$ cat src/rtl/mb_rtu_rx.sv
// Modbus RTU request receiver (slave side).
// Parses function 0x03 and 0x10 requests, checks the CRC-16/MODBUS residue,
// streams 0x10 payload bytes and signals frame accept/reject.
module mb_rtu_rx #(
   parameter logic [7:0]  SLAVE_ADDR = 8'h01,
   parameter logic [15:0] GAP_CYCLES = 16'd1750,
   parameter logic [7:0]  MAX_BYTES  = 8'd246
) (
   input  logic        clk,
   input  logic        rst_n,
   input  logic        mb_rx_en,
   input  logic [7:0]  mb_rxd,
   output logic [7:0]  mb_fun,
   output logic [15:0] mb_addr,
   output logic [15:0] mb_num,
   output logic        wr_en,
   output logic [7:0]  wr_idx,
   output logic [7:0]  wr_data,
   output logic        rx_done,
   output logic        rx_err
);

   typedef enum logic [2:0] {
      IDLE, RX_HEAD, RX_FIELD, RX_CNT, RX_DATA, RX_CRC, DISCARD
   } state_t;

   // One full byte of CRC-16/MODBUS (reflected 0xA001), all 8 bit-steps at once.
   function automatic logic [15:0] crc_step(input logic [15:0] crc, input logic [7:0] b);
      logic [15:0] c;
      c = crc ^ {8'h00, b};
      for (int i = 0; i < 8; i++) begin
         c = c[0] ? ((c >> 1) ^ 16'hA001) : (c >> 1);
      end
      return c;
   endfunction

   state_t      state_q, state_d;
   logic [15:0] crc_q, crc_d;
   logic [15:0] gap_q, gap_d;
   logic [7:0]  cnt_q, cnt_d;
   logic [7:0]  bcnt_q, bcnt_d;
   logic [7:0]  fun_q, fun_d;
   logic [31:0] field_q, field_d;      // {start address, register count}
   logic        err_flag_q, err_flag_d;
   logic [7:0]  mb_fun_q, mb_fun_d;
   logic [15:0] mb_addr_q, mb_addr_d;
   logic [15:0] mb_num_q, mb_num_d;
   logic        wr_en_q, wr_en_d;
   logic [7:0]  wr_idx_q, wr_idx_d;
   logic [7:0]  wr_data_q, wr_data_d;
   logic        rx_done_q, rx_done_d;
   logic        rx_err_q, rx_err_d;

   logic [15:0] crc_new;
   logic        expire;

   // A new frame always restarts the CRC, regardless of the stale register value.
   assign crc_new = crc_step((state_q == IDLE) ? 16'hFFFF : crc_q, mb_rxd);
   // A byte in the expiry cycle takes priority over the gap.
   assign expire  = !mb_rx_en && (gap_q == GAP_CYCLES);

   // Inter-byte silence counter, saturating at the gap length.
   always_comb begin
      gap_d = gap_q;
      if (mb_rx_en) begin
         gap_d = 16'd0;
      end else if (gap_q != GAP_CYCLES) begin
         gap_d = gap_q + 16'd1;
      end
   end

   // Frame parser: next state, field capture and output pulses.
   always_comb begin
      state_d    = state_q;
      crc_d      = crc_q;
      cnt_d      = cnt_q;
      bcnt_d     = bcnt_q;
      fun_d      = fun_q;
      field_d    = field_q;
      err_flag_d = err_flag_q;
      mb_fun_d   = mb_fun_q;
      mb_addr_d  = mb_addr_q;
      mb_num_d   = mb_num_q;
      wr_en_d    = 1'b0;
      wr_idx_d   = wr_idx_q;
      wr_data_d  = wr_data_q;
      rx_done_d  = 1'b0;
      rx_err_d   = 1'b0;
      if (mb_rx_en) begin
         crc_d = crc_new;
         case (state_q)
            IDLE: begin
               cnt_d      = 8'd0;
               err_flag_d = 1'b0;
               // Frames for other stations are dropped silently.
               state_d    = (mb_rxd == SLAVE_ADDR) ? RX_HEAD : DISCARD;
            end
            RX_HEAD: begin
               fun_d = mb_rxd;
               cnt_d = 8'd0;
               if (mb_rxd == 8'h03 || mb_rxd == 8'h10) begin
                  state_d = RX_FIELD;
               end else begin
                  state_d    = DISCARD;
                  err_flag_d = 1'b1;
               end
            end
            RX_FIELD: begin
               field_d = {field_q[23:0], mb_rxd};
               if (cnt_q == 8'd3) begin
                  cnt_d   = 8'd0;
                  state_d = (fun_q == 8'h03) ? RX_CRC : RX_CNT;
               end else begin
                  cnt_d = cnt_q + 8'd1;
               end
            end
            RX_CNT: begin
               // Byte count must match twice the register count and fit the limit.
               if (field_q[15:7] == 9'd0 && mb_rxd == {field_q[6:0], 1'b0} &&
                   mb_rxd != 8'd0 && mb_rxd <= MAX_BYTES) begin
                  bcnt_d  = mb_rxd;
                  cnt_d   = 8'd0;
                  state_d = RX_DATA;
               end else begin
                  state_d    = DISCARD;
                  err_flag_d = 1'b1;
               end
            end
            RX_DATA: begin
               wr_en_d   = 1'b1;
               wr_idx_d  = cnt_q;
               wr_data_d = mb_rxd;
               if (cnt_q == bcnt_q - 8'd1) begin
                  cnt_d   = 8'd0;
                  state_d = RX_CRC;
               end else begin
                  cnt_d = cnt_q + 8'd1;
               end
            end
            RX_CRC: begin
               if (cnt_q == 8'd0) begin
                  cnt_d = 8'd1;
               end else begin
                  cnt_d      = 8'd0;
                  state_d    = DISCARD;
                  err_flag_d = 1'b0;
                  if (crc_new == 16'h0000) begin
                     rx_done_d = 1'b1;
                     mb_fun_d  = fun_q;
                     mb_addr_d = field_q[31:16];
                     mb_num_d  = field_q[15:0];
                  end else begin
                     rx_err_d = 1'b1;
                  end
               end
            end
            default: ;
         endcase
      end else if (expire) begin
         case (state_q)
            IDLE: ;
            DISCARD: begin
               state_d    = IDLE;
               rx_err_d   = err_flag_q;
               err_flag_d = 1'b0;
            end
            default: begin
               // Truncated frame.
               state_d    = IDLE;
               rx_err_d   = 1'b1;
               err_flag_d = 1'b0;
               cnt_d      = 8'd0;
            end
         endcase
      end
   end

   // State and output registers.
   always_ff @(posedge clk or negedge rst_n) begin
      if (!rst_n) begin
         state_q    <= IDLE;
         crc_q      <= 16'hFFFF;
         gap_q      <= 16'd0;
         cnt_q      <= 8'd0;
         bcnt_q     <= 8'd0;
         fun_q      <= 8'd0;
         field_q    <= 32'd0;
         err_flag_q <= 1'b0;
         mb_fun_q   <= 8'd0;
         mb_addr_q  <= 16'd0;
         mb_num_q   <= 16'd0;
         wr_en_q    <= 1'b0;
         wr_idx_q   <= 8'd0;
         wr_data_q  <= 8'd0;
         rx_done_q  <= 1'b0;
         rx_err_q   <= 1'b0;
      end else begin
         state_q    <= state_d;
         crc_q      <= crc_d;
         gap_q      <= gap_d;
         cnt_q      <= cnt_d;
         bcnt_q     <= bcnt_d;
         fun_q      <= fun_d;
         field_q    <= field_d;
         err_flag_q <= err_flag_d;
         mb_fun_q   <= mb_fun_d;
         mb_addr_q  <= mb_addr_d;
         mb_num_q   <= mb_num_d;
         wr_en_q    <= wr_en_d;
         wr_idx_q   <= wr_idx_d;
         wr_data_q  <= wr_data_d;
         rx_done_q  <= rx_done_d;
         rx_err_q   <= rx_err_d;
      end
   end

   assign mb_fun  = mb_fun_q;
   assign mb_addr = mb_addr_q;
   assign mb_num  = mb_num_q;
   assign wr_en   = wr_en_q;
   assign wr_idx  = wr_idx_q;
   assign wr_data = wr_data_q;
   assign rx_done = rx_done_q;
   assign rx_err  = rx_err_q;

endmodule
$ cat config.mk
export PLATFORM = sky130hd
export DESIGN_NAME = mb_rtu_rx
export DESIGN_NICKNAME = d
export VERILOG_FILES = /design/src/rtl/mb_rtu_rx.sv
export SDC_FILE = /design/constraint.sdc
export NUM_CORES = 1
export LEC_CHECK = 0
export CORE_UTILIZATION = 52
export DETAILED_ROUTE_END_ITERATION = 10
export GPL_ROUTABILITY_DRIVEN = 0
export HOLD_SLACK_MARGIN = 0.06
export PLACE_DENSITY_LB_ADDON = 0.2
export SYNTH_ARGS = -nofsm -noshare
export SYNTH_HDL_FRONTEND = slang
export SYNTH_SLANG_ARGS = --single-unit
$ cat constraint.sdc
create_clock -name clk -period 3.35 [get_ports clk]
set_input_delay 0.8375 -clock clk [delete_from_list [all_inputs] [get_ports clk]]
set_output_delay 0.8375 -clock clk [all_outputs]
set_load 0.02 [all_outputs]
==> qor.csv, run 1 <==
stage,metric,value,unit
clock_network,cts_buffer_depth,2,
global_routing,grt_pass1_vias,5494,
setup_path,critPathArrivalTime,4.14,ns
setup_path,timing.rr.start,crc_q[1]$_DFFE_PN1P_,
layout,area_growth,28.4,%
setup_path,crit_end,mb_addr[2]$_DFFE_PN0P_,
timing,layout_setup_ws,-0.478,ns
layout,diodes,0,
setup_path,cp-start-kind,input pin,
layout,fin_nets,772,
setup_path,ff2ff_setup_slack,-0.38,ns
layout,mostFrequentLayoutCells,"135 x dfrtp_1, 64 x nand2_1, 62 x clkdlybuf4s50_1",
synthesis,syn_avg_cell_area,11.3,µm²
layout,drive_gt1_frac,0.268,
routing,vias,5328,
synthesis,ys_seq_elements,151,
layout,final_common_cell,dfrtp_1,
timing,hold_viol,0,
layout,fin_area,0.00939,mm²
timing,holdWs,0.451,ns
routing,wl_per_cell,18.2,µm
timing,tightest_slew,0.746,ns
synthesis,ys_seq_area_frac,0.519,
synthesis,syn_nets,664,
clock_network,htreeDepth,4,
setup_path,r2r_end,mb_addr[2]$_DFFE_PN0P_,
synthesis,ys_types,62,
placed_design,place_area,0.00850,mm²
die,num_rows,42,
die,ioPinCount,70,
routing,drt_iter0_drc,351,
power,p_seq_frac,0.338,
power,p_int,5.17,mW
global_routing,grt_pass1_wl,28400,µm
timing,max_freq,0.261,GHz
clock_network,cts_made_buffers,17,
die,initial_utilization,0.542,
setup_path,crit_slowest_cell,xnor3_1,
placed_design,pre_cts_ws,-1.42,ns
setup_path,r2r_cells,15,
global_routing,antenna_found_initial,0,
outcome,status,"complete, but fails checks",
setup_path,cp_max_fo,5,
clock_network,hold_buffers,0,
hold_path,hp-class,in -> async,
timing,slew_violations,0,
setup_path,critPathMaxStageDelay,0.44,ns
run,maxCapViolCount,0,
power,share_comb_of_total_power,0.428,
clock_network,cts-root-buf,clkbuf_16,
power,power,7.96,mW
global_routing,grt.overflow.total,0,
setup_path,cp-end-kind,flop,
synthesis,synthFlopType,dfrtp_1,
power,vdd_ir_drop_max,1580,µV
placed_design,port_buffers,69,
outcome,violations,negative setup slack,
routing,drc,0,
routing,wl,17200,µm
timing,setup_violations,40,
die,fp.dieH,121,µm
synthesis,postSynth.asyncResetShare,1.00,
synthesis,synth_area,0.00731,mm²
timing,finalCriticalPeriod,3.83,ns
clock_network,cts_tree,built,
setup_path,cpMostUsedCell,xnor2_1,
die,fp.dieArea,0.0145,mm²
setup_path,path_cells,buf_12 > xnor2_4 > xnor3_1 > xnor2_1 > xnor2_1 > xnor2_1 > ha_1 > xnor2_2 > nand3_2 > nor4_4 > nand4_1 > nor4_4 > buf_4 > buf_6 > buf_16 > mux2_4,
timing,fin_skew,0.00702,ns
setup_path,critPathKind,in -> reg,
global_routing,grt_usage,0.256,
routing,via_per_inst,5.64,
clock_network,clk_latency,0.43,ns
power,power_density,847,mW/mm²
setup_path,crit_path_start,mb_rxd[0],
timing,grt_setup_unrepaired,yes,
die,fp.dieW,121,µm
power,p_sw_frac,0.350,
synthesis,synth-edff-count,0,
synthesis,syn_inst,647,
setup_path,cp.required,3.66,ns
die,core-area,0.0135,mm²
placed_design,dpl.hpwl,10900,µm
clock_network,clk_pin_slew_worst_paths,0.06,ns
synthesis,yosys_warnings,0,
power,clkPwrFrac,0.235,
global_routing,grt_start_max_net_pins,83,
power,switchingPower,2.78,mW
timing,fin_crit_sh,1.14,
routing,ant_nets,0,
clock_network,cts.sinks,151,
routing,drt_first_pass_iters,6,
timing,slew_headroom,0.502,
power,leakagePower,4.22,nW
worst min path at each step:
stage	endpoint	cells past startpoint	from	slack [ns]
4_1_cts	cnt_q[2]$_DFFE_PN0P_	1	rst_n	0.47
3_5_place_dp	wr_data[4]$_DFFE_PN0P_	2	wr_data[4]$_DFFE_PN0P_	0.47
6_report	cnt_q[7]$_DFFE_PN0P_	1	rst_n	0.45
5_1_grt	wr_idx[0]$_DFFE_PN0P_	1	rst_n	0.51
3_3_place_gp	wr_idx[5]$_DFFE_PN0P_	2	wr_idx[5]$_DFFE_PN0P_	0.46
2_1_floorplan	mb_addr[11]$_DFFE_PN0P_	1	field_q[27]$_DFFE_PN0P_	0.46
worst max-delay path: cells and delay by family:
family	cells	cell delay [ns]
AND/OR/NAND/NOR	4	0.85
adder cells (fa/ha/maj)	1	0.30
buffers and inverters	4	0.56
XOR/XNOR	6	1.29
multiplexers	1	0.30
state kept, by name, summed over array words and instances, names as in the netlist, 16 cells and up:
register,flops
mb_addr,16
gap_q,16
field_q,32
mb_num,16
crc_q,16
per-layer routing:
| metal | part of all wire | up-vias | global-route usage |
|---|---|---|---|
| met2 | 0.48 | 148 | 0.411 |
| li1 | - | 2463 | - |
| met1 | 0.45 | 2688 | 0.345 |
| met3 | 0.042 | 29 | 0.0505 |
| met5 | 0 | - | 0 |
| met4 | 0.020 | 0 | 0.0980 |
synthesized netlist by cell type (2+ instances only):
library cell,instances,area [µm²]
dfrtp_1,135,3380
nand2_1,64,240
mux2_2,55,619
nor2_1,55,206
xnor2_1,52,455
mux2_1,40,450
clkbuf_1,28,105
nand3_1,20,100
a21oi_1,17,85.1
inv_1,17,63.8
dfstp_2,16,420
xor2_1,14,123
nor3_1,12,60.1
nor4_1,9,56.3
o21ai_0,9,45.0
nand4_1,8,50.1
o2bb2ai_1,7,61.3
and3_1,6,37.5
buf_2,6,30.0
ha_1,6,75.1
nand2b_1,6,37.5
a31oi_1,5,31.3
buf_6,4,45.0
nor3b_1,4,30.0
xnor3_1,4,90.1
o31ai_1,3,22.5
a211oi_1,2,15.0
a22oi_1,2,15.0
mux2i_1,2,20.0
nor2b_1,2,12.5
nor4b_1,2,17.5
o2111ai_1,2,17.5
o21bai_1,2,15.0
or2_2,2,12.5
or3_1,2,12.5
power by group through the flow:
stage          sequential [mW]  combinational, mW  clock (mW)
2_1_floorplan             2.65               2.15           0
4_1_cts                   2.67               3.31        1.89
3_3_place_gp              2.67               3.11           0
3_5_place_dp              2.70               3.19           0
5_1_grt                   2.75               3.69        1.97
6_report                  2.69               3.40        1.87
area by class of cell:
class | count | area, µm²
fill | 926 | 4120
sequential | 151 | 3800
multi-input combinational | 439 | 3440
timing repair buffer | 129 | 1290
clock buffer | 20 | 467
tap | 176 | 220
clock inverter | 12 | 116
inverter | 17 | 63.8
through the flow:
step / TNS (ns) / cells / util
6_report: -17.92 / 944 / 0.695
5_1_grt: -22.91 / 944 / 0.695
3_5_place_dp: -58.46 / 900 / 0.630
2_1_floorplan: -26.83 / 647 / -
3_3_place_gp: -52.33 / 900 / 0.630
4_1_cts: -16.91 / 945 / 0.693
what timing repair did:
item,CTS,global route
resized for setup,56,12
setup endpoints to repair,43,42
cloned,5,0
pin swaps,12,11
buffers inserted,9,0
cells by family after synthesis:
kind of cell / after synthesis / share of synthesized area
simple gates: 200 / 0.130
fa+ha+maj: 7 / 0.0116
compound gates: 62 / 0.0571
xor+xnor: 72 / 0.0958
mux: 98 / 0.151
flops: 151 / 0.519
buf+inv: 57 / 0.0349
No activity file was read; power rests on OpenSTA's default activity.
==> run 2: changes to the inputs <==
- DONT_BUFFER_PORTS: default -> 1
- HOLD_SLACK_MARGIN: 0.06 -> default
==> run 2 against run 1 <==
The run still ends with negative setup slack left. Total power fell by 1.6%. Worst hold slack got worse by 0.34 ns. Die area did not move. First-iteration DRC count fell by 1.4%. Non-clock buffer count fell by 87. Wire length fell by 4.3%. Maximum frequency rose by 7.6%. Critical path depth fell by 1. Worst setup slack improved by 0.27 ns. Sequential power rose by 3%. Utilization fell by 6.1 points. Critical endpoint is now mb_fun[3]$_DFFE_PN0P_. Largest cell class unchanged. Highest routed layer unchanged.
==> qor.csv, run 2 (synthesized netlist as in run 1, its figures left out) <==
stage,metric,value,unit
die,fp.dieH,121,µm
setup_path,cp.required,3.66,ns
timing,fin_skew,0.00949,ns
die,initial_utilization,0.542,
setup_path,timing.rr.start,crc_q[0]$_DFFE_PN1P_,
power,leakagePower,3.89,nW
clock_network,cts-root-buf,clkbuf_16,
power,power_density,914,mW/mm²
setup_path,ff2ff_setup_slack,-0.15,ns
setup_path,r2r_end,mb_fun[3]$_DFFE_PN0P_,
global_routing,grt_start_max_net_pins,152,
layout,final_common_cell,dfrtp_1,
setup_path,cp_max_fo,12,
timing,slew_violations,0,
setup_path,r2r_cells,15,
placed_design,port_buffers,0,
timing,layout_setup_ws,-0.207,ns
clock_network,htreeDepth,4,
setup_path,cp-start-kind,input pin,
placed_design,dpl.hpwl,10400,µm
outcome,status,"complete, but fails checks",
placed_design,dp_cells,814,
global_routing,grt.overflow.total,0,
run,maxCapViolCount,0,
routing,drt_iter0_drc,346,
setup_path,cp-end-kind,flop,
layout,largest_reg_flops,32,
clock_network,cts.sinks,151,
timing,setup_violations,41,
die,fp.dieW,121,µm
layout,multiInputGateArea,0.00346,mm²
hold_path,hp-class,in -> async,
global_routing,antenna_found_initial,0,
setup_path,crit_path_start,mb_rxd[1],
global_routing,grt_usage,0.241,
layout,fin_cells,857,
setup_path,critPathArrivalTime,3.87,ns
placed_design,place_area,0.00766,mm²
layout,postLayoutCoreUtil,0.634,
clock_network,clk_pin_slew_worst_paths,0.06,ns
layout,regMostFlops,field_q,
placed_design,pre_cts_ws,-0.716,ns
routing,wl_per_cell,19.2,µm
routing,wl,16500,µm
layout,diodes,0,
clock_network,cts_tree,built,
clock_network,cts_made_buffers,17,
setup_path,critPathKind,in -> reg,
layout,mostFrequentLayoutCells,"135 x dfrtp_1, 63 x nand2_1, 55 x nor2_1, 55 x mux2_2, 46 x xnor2_1",
layout,drive_gt1_frac,0.273,
timing,slew_headroom,0.587,
routing,ant_nets,0,
power,vdd_ir_drop_max,977,µV
timing,tightest_slew,0.619,ns
timing,max_freq,0.281,GHz
layout,fin_area,0.00856,mm²
timing,hold_viol,0,
timing,grt_setup_unrepaired,yes,
clock_network,hold_buffers,0,
layout,fill_cells,1013,
routing,drt_first_pass_iters,4,
global_routing,grt_pass1_vias,4966,
routing,vias,4936,
clock_network,cts_buffer_depth,2,
layout,area_growth,17.1,%
die,fp.dieArea,0.0145,mm²
layout,layout.area.seq,0.00380,mm²
routing,drc,0,
global_routing,grt_pass1_wl,26600,µm
timing,finalCriticalPeriod,3.56,ns
setup_path,crit_end,mb_fun[3]$_DFFE_PN0P_,
timing,fin_crit_sh,1.06,
die,core-area,0.0135,mm²
clock_network,clk_latency,0.43,ns
die,num_rows,42,
outcome,violations,negative setup slack,
routing,via_per_inst,5.76,
layout,fin_nets,685,
die,ioPinCount,70,
run 2: changes by cell type in the layout (fill, tap and decap cells not counted), sizes merged:
cell and change:
buf -25, inv +4, bufinv +1, clkbuf -2
clkdlybuf4s50 -62, clkinv -3
run 2: how the worst min path moves through the flow:
stage / cells after the start / endpoint / from / slack [ns]
after floorplan: 1 / mb_addr[11]$_DFFE_PN0P_ / field_q[27]$_DFFE_PN0P_ / 0.46
after global placement: 1 / mb_addr[13]$_DFFE_PN0P_ / field_q[29]$_DFFE_PN0P_ / 0.47
after detailed placement: 1 / mb_addr[11]$_DFFE_PN0P_ / field_q[27]$_DFFE_PN0P_ / 0.48
after CTS: 0 / fun_q[1]$_DFFE_PN0P_ / rst_n / 0.1
after global routing: 0 / gap_q[10]$_DFFE_PN0N_ / rst_n / 0.09
final: 0 / gap_q[10]$_DFFE_PN0N_ / rst_n / 0.11
run 2: critical path: stages:
cell,delay [ns]
xnor2_4,0.14
xnor3_1,0.47
xnor2_2,0.18
xnor2_2,0.20
xnor2_2,0.15
ha_1,0.28
xnor2_1,0.18
nand3_1,0.14
nor4_4,0.19
nand4_1,0.18
nor4_4,0.21
buf_6,0.18
buf_12,0.11
buf_16,0.12
mux2_4,0.30
run 2: per-layer routing:
layer / part of all wire / track usage / up-vias
met3: 0.058 / 0.0665 / 22
met4: 0.018 / 0.0772 / 0
met1: 0.45 / 0.339 / 2496
met2: 0.47 / 0.364 / 129
li1: - / - / 2289
met5: 0 / 0 / -
run 2: metrics by stage:
step | hold WS (ns) | setup TNS (ns) | total power, mW
global route | 0.0936 | -14.76 | 8.24
global placement | 0.471 | -23.76 | 5.58
detailed placement | 0.478 | -28.31 | 5.67
CTS | 0.0966 | -5.58 | 7.63
finish | 0.112 | -7.03 | 7.83
floorplan | 0.460 | -26.83 | 4.80
run 2: area by class of cell:
cell class,instances,share of cell area
clock inverter,14,0.0191
tap,176,0.0257
sequential,151,0.444
inverter,17,0.00745
clock buffer,18,0.0513
timing repair buffer,42,0.0489
multi-input combinational,439,0.404
run 2: report_power, final:
part | switching, mW | leakage (nW) | internal [mW]
Combinational | 1.52 | 1.61 | 1.59
Clock | 0.814 | 0.292 | 1.14
Sequential | 0.449 | 1.98 | 2.32
Total | 2.78 | 3.89 | 5.05
run 2: timing repair:
action                                  CTS  global route
endpoints found under the setup margin   40            42
pin swaps                                 2             2
gates resized for setup                  12            22
endpoints found under the hold margin     0             0
setup buffers                             5             3
gates cloned                              4             0
==> run 3: changes to the inputs <==
- GPL_TIMING_DRIVEN: default -> 0
==> run 3 against run 2 <==
The flow still finishes with violations (negative setup slack). Utilization down 0.47 points. Sequential cell count stayed put. Non-clock buffer count grew 12. Worst setup slack worse by 0.12 ns. Wire length fell by 1.8%. Count of clock-buffer cells in the layout is the same. Via count fell by 0.38%. Clock power fell by 6%. Worst hold slack got worse by 0.0064 ns. Critical path depth unchanged. Cell area fell by 0.75%. Critical path type unchanged. Highest routed layer unchanged.
==> qor.csv, run 3 (synthesized netlist as in run 1, its figures left out) <==
stage,metric,value,unit
outcome,status,"complete, but fails checks",
outcome,violations,negative setup slack,
layout,drive_gt1_frac,0.247,
clock_network,cts_made_buffers,17,
routing,vias,4917,
die,core-area,0.0135,mm²
clock_network,cts_tree,built,
die,fp.dieW,121,µm
layout,final_common_cell,dfrtp_1,
timing,layout_setup_ws,-0.323,ns
routing,drc,0,
global_routing,grt_pass1_wl,26800,µm
setup_path,critPathKind,in -> reg,
hold_path,hp-class,in -> async,
die,num_rows,42,
placed_design,dpl.hpwl,10600,µm
layout,largest_reg_flops,32,
layout,regMostFlops,field_q,
placed_design,port_buffers,0,
power,p_seq_frac,0.370,
clock_network,cts_buffer_depth,2,
global_routing,grt_start_max_net_pins,152,
timing,fin_crit_sh,1.10,
clock_network,htreeDepth,4,
timing,fin_skew,0.00972,ns
routing,via_per_inst,5.66,
global_routing,grt_usage,0.241,
power,power_density,887,mW/mm²
clock_network,clk_pin_slew_worst_paths,0.07,ns
layout,fin_area,0.00850,mm²
global_routing,grt_pass1_vias,5144,
layout,postLayoutCoreUtil,0.629,
setup_path,r2r_end,mb_num[13]$_DFFE_PN0P_,
power,leakagePower,3.81,nW
setup_path,cp.required,3.66,ns
die,initial_utilization,0.542,
die,fp.dieArea,0.0145,mm²
global_routing,grt.overflow.total,0,
run,maxCapViolCount,0,
timing,setup_violations,40,
power,power,7.54,mW
setup_path,r2r_cells,14,
layout,fin_nets,697,
setup_path,critPathArrivalTime,3.98,ns
setup_path,cp-end-kind,flop,
timing,tightest_slew,1.11,ns
power,vdd_ir_drop_max,1090,µV
layout,area_growth,16.2,%
global_routing,antenna_found_initial,0,
timing,slew_headroom,0.253,
setup_path,cp-start-kind,input pin,
routing,wl_per_cell,18.6,µm
routing,ant_nets,0,
setup_path,ff2ff_setup_slack,-0.25,ns
power,p_sw_frac,0.357,
setup_path,timing.rr.start,crc_q[0]$_DFFE_PN1P_,
clock_network,cts-root-buf,clkbuf_16,
routing,drt_first_pass_iters,4,
layout,diodes,0,
timing,max_freq,0.272,GHz
timing,grt_setup_unrepaired,yes,
power,clkPwrFrac,0.245,
routing,wl,16200,µm
clock_network,clk_latency,0.43,ns
clock_network,hold_buffers,0,
layout,mostFrequentLayoutCells,"135 x dfrtp_1, 64 x nand2_1, 55 x mux2_2",
setup_path,cp_max_fo,10,
placed_design,place_area,0.00763,mm²
clock_network,cts.sinks,151,
routing,drt_iter0_drc,302,
timing,holdWs,0.106,ns
die,ioPinCount,70,
timing,finalCriticalPeriod,3.67,ns
power,share_comb_of_total_power,0.385,
power,p_int,4.84,mW
placed_design,pre_cts_ws,-1.16,ns
power,switchingPower,2.69,mW
timing,slew_violations,0,
die,fp.dieH,121,µm
timing,hold_viol,0,
==> run 3: power by group through the flow <==
stage	Clock (mW)	Combinational (mW)	Sequential [mW]
2_1_floorplan	0	2.15	2.65
3_3_place_gp	0	2.46	2.76
3_5_place_dp	0	2.53	2.79
4_1_cts	1.87	2.73	2.79
5_1_grt	1.95	3.15	2.85
6_report	1.84	2.90	2.79
==> run 3: worst max-delay path by stage <==
stage,slack [ns],startpoint,to,depth (start not counted)
final,-0.32,mb_rxd[0],mb_num[13]$_DFFE_PN0P_,15
after global routing,-0.46,mb_rxd[0],mb_fun[3]$_DFFE_PN0P_,15
after CTS,-0.25,mb_rxd[0],mb_num[13]$_DFFE_PN0P_,15
after detailed placement,-1.16,mb_rxd[5],mb_addr[7]$_DFFE_PN0P_,14
after global placement,-1.05,mb_rxd[5],mb_addr[6]$_DFFE_PN0P_,14
after floorplan,-0.67,mb_rxd[0],mb_addr[0]$_DFFE_PN0P_,14
==> run 3: layout make-up <==
cell class / count / area [µm²]
Inverter: 17 / 63.8
Fill cell: 1040 / 5010
Timing Repair Buffer: 15 / 136
Multi-Input combinational cell: 439 / 3450
Tap cell: 176 / 220
Buffer: 39 / 259
Sequential cell: 151 / 3800
Clock buffer: 18 / 429
Clock inverter: 14 / 140
==> run 3: routing by layer <==
metal | GRT usage | vias up | wire [µm]
li1 | - | 2309 | -
met1 | 0.335 | 2459 | 7670
met2 | 0.362 | 130 | 7420
met3 | 0.0670 | 19 | 838
met4 | 0.0802 | 0 | 226
met5 | 0 | - | 0
==> run 3: through the flow <==
stage,TNS (ns),instances
after global placement,-42.40,823
after floorplan,-26.83,647
after CTS,-8.87,866
after detailed placement,-46.01,823
after global routing,-17.59,869
final,-11.97,869
==> run 3: repair_timing <==
action / in CTS / in global routing
gates resized for setup: 34 / 8
setup endpoints to repair: 42 / 41
gates cloned: 1 / 0
setup buffers: 11 / 3
pin swaps: 5 / 1
==> run 3: worst max-delay path, cell delays in order <==
cell and delay, ns:
buf_12 0.11, xnor2_4 0.13, xnor3_2 0.47, xnor2_2 0.16, xnor2_1 0.15, xnor2_1 0.22
ha_2 0.34, xnor2_2 0.15, nand3_1 0.12, nor4_2 0.21, nand4_1 0.20, nor4_4 0.19
buf_6 0.21, buf_12 0.15, mux2_1 0.32
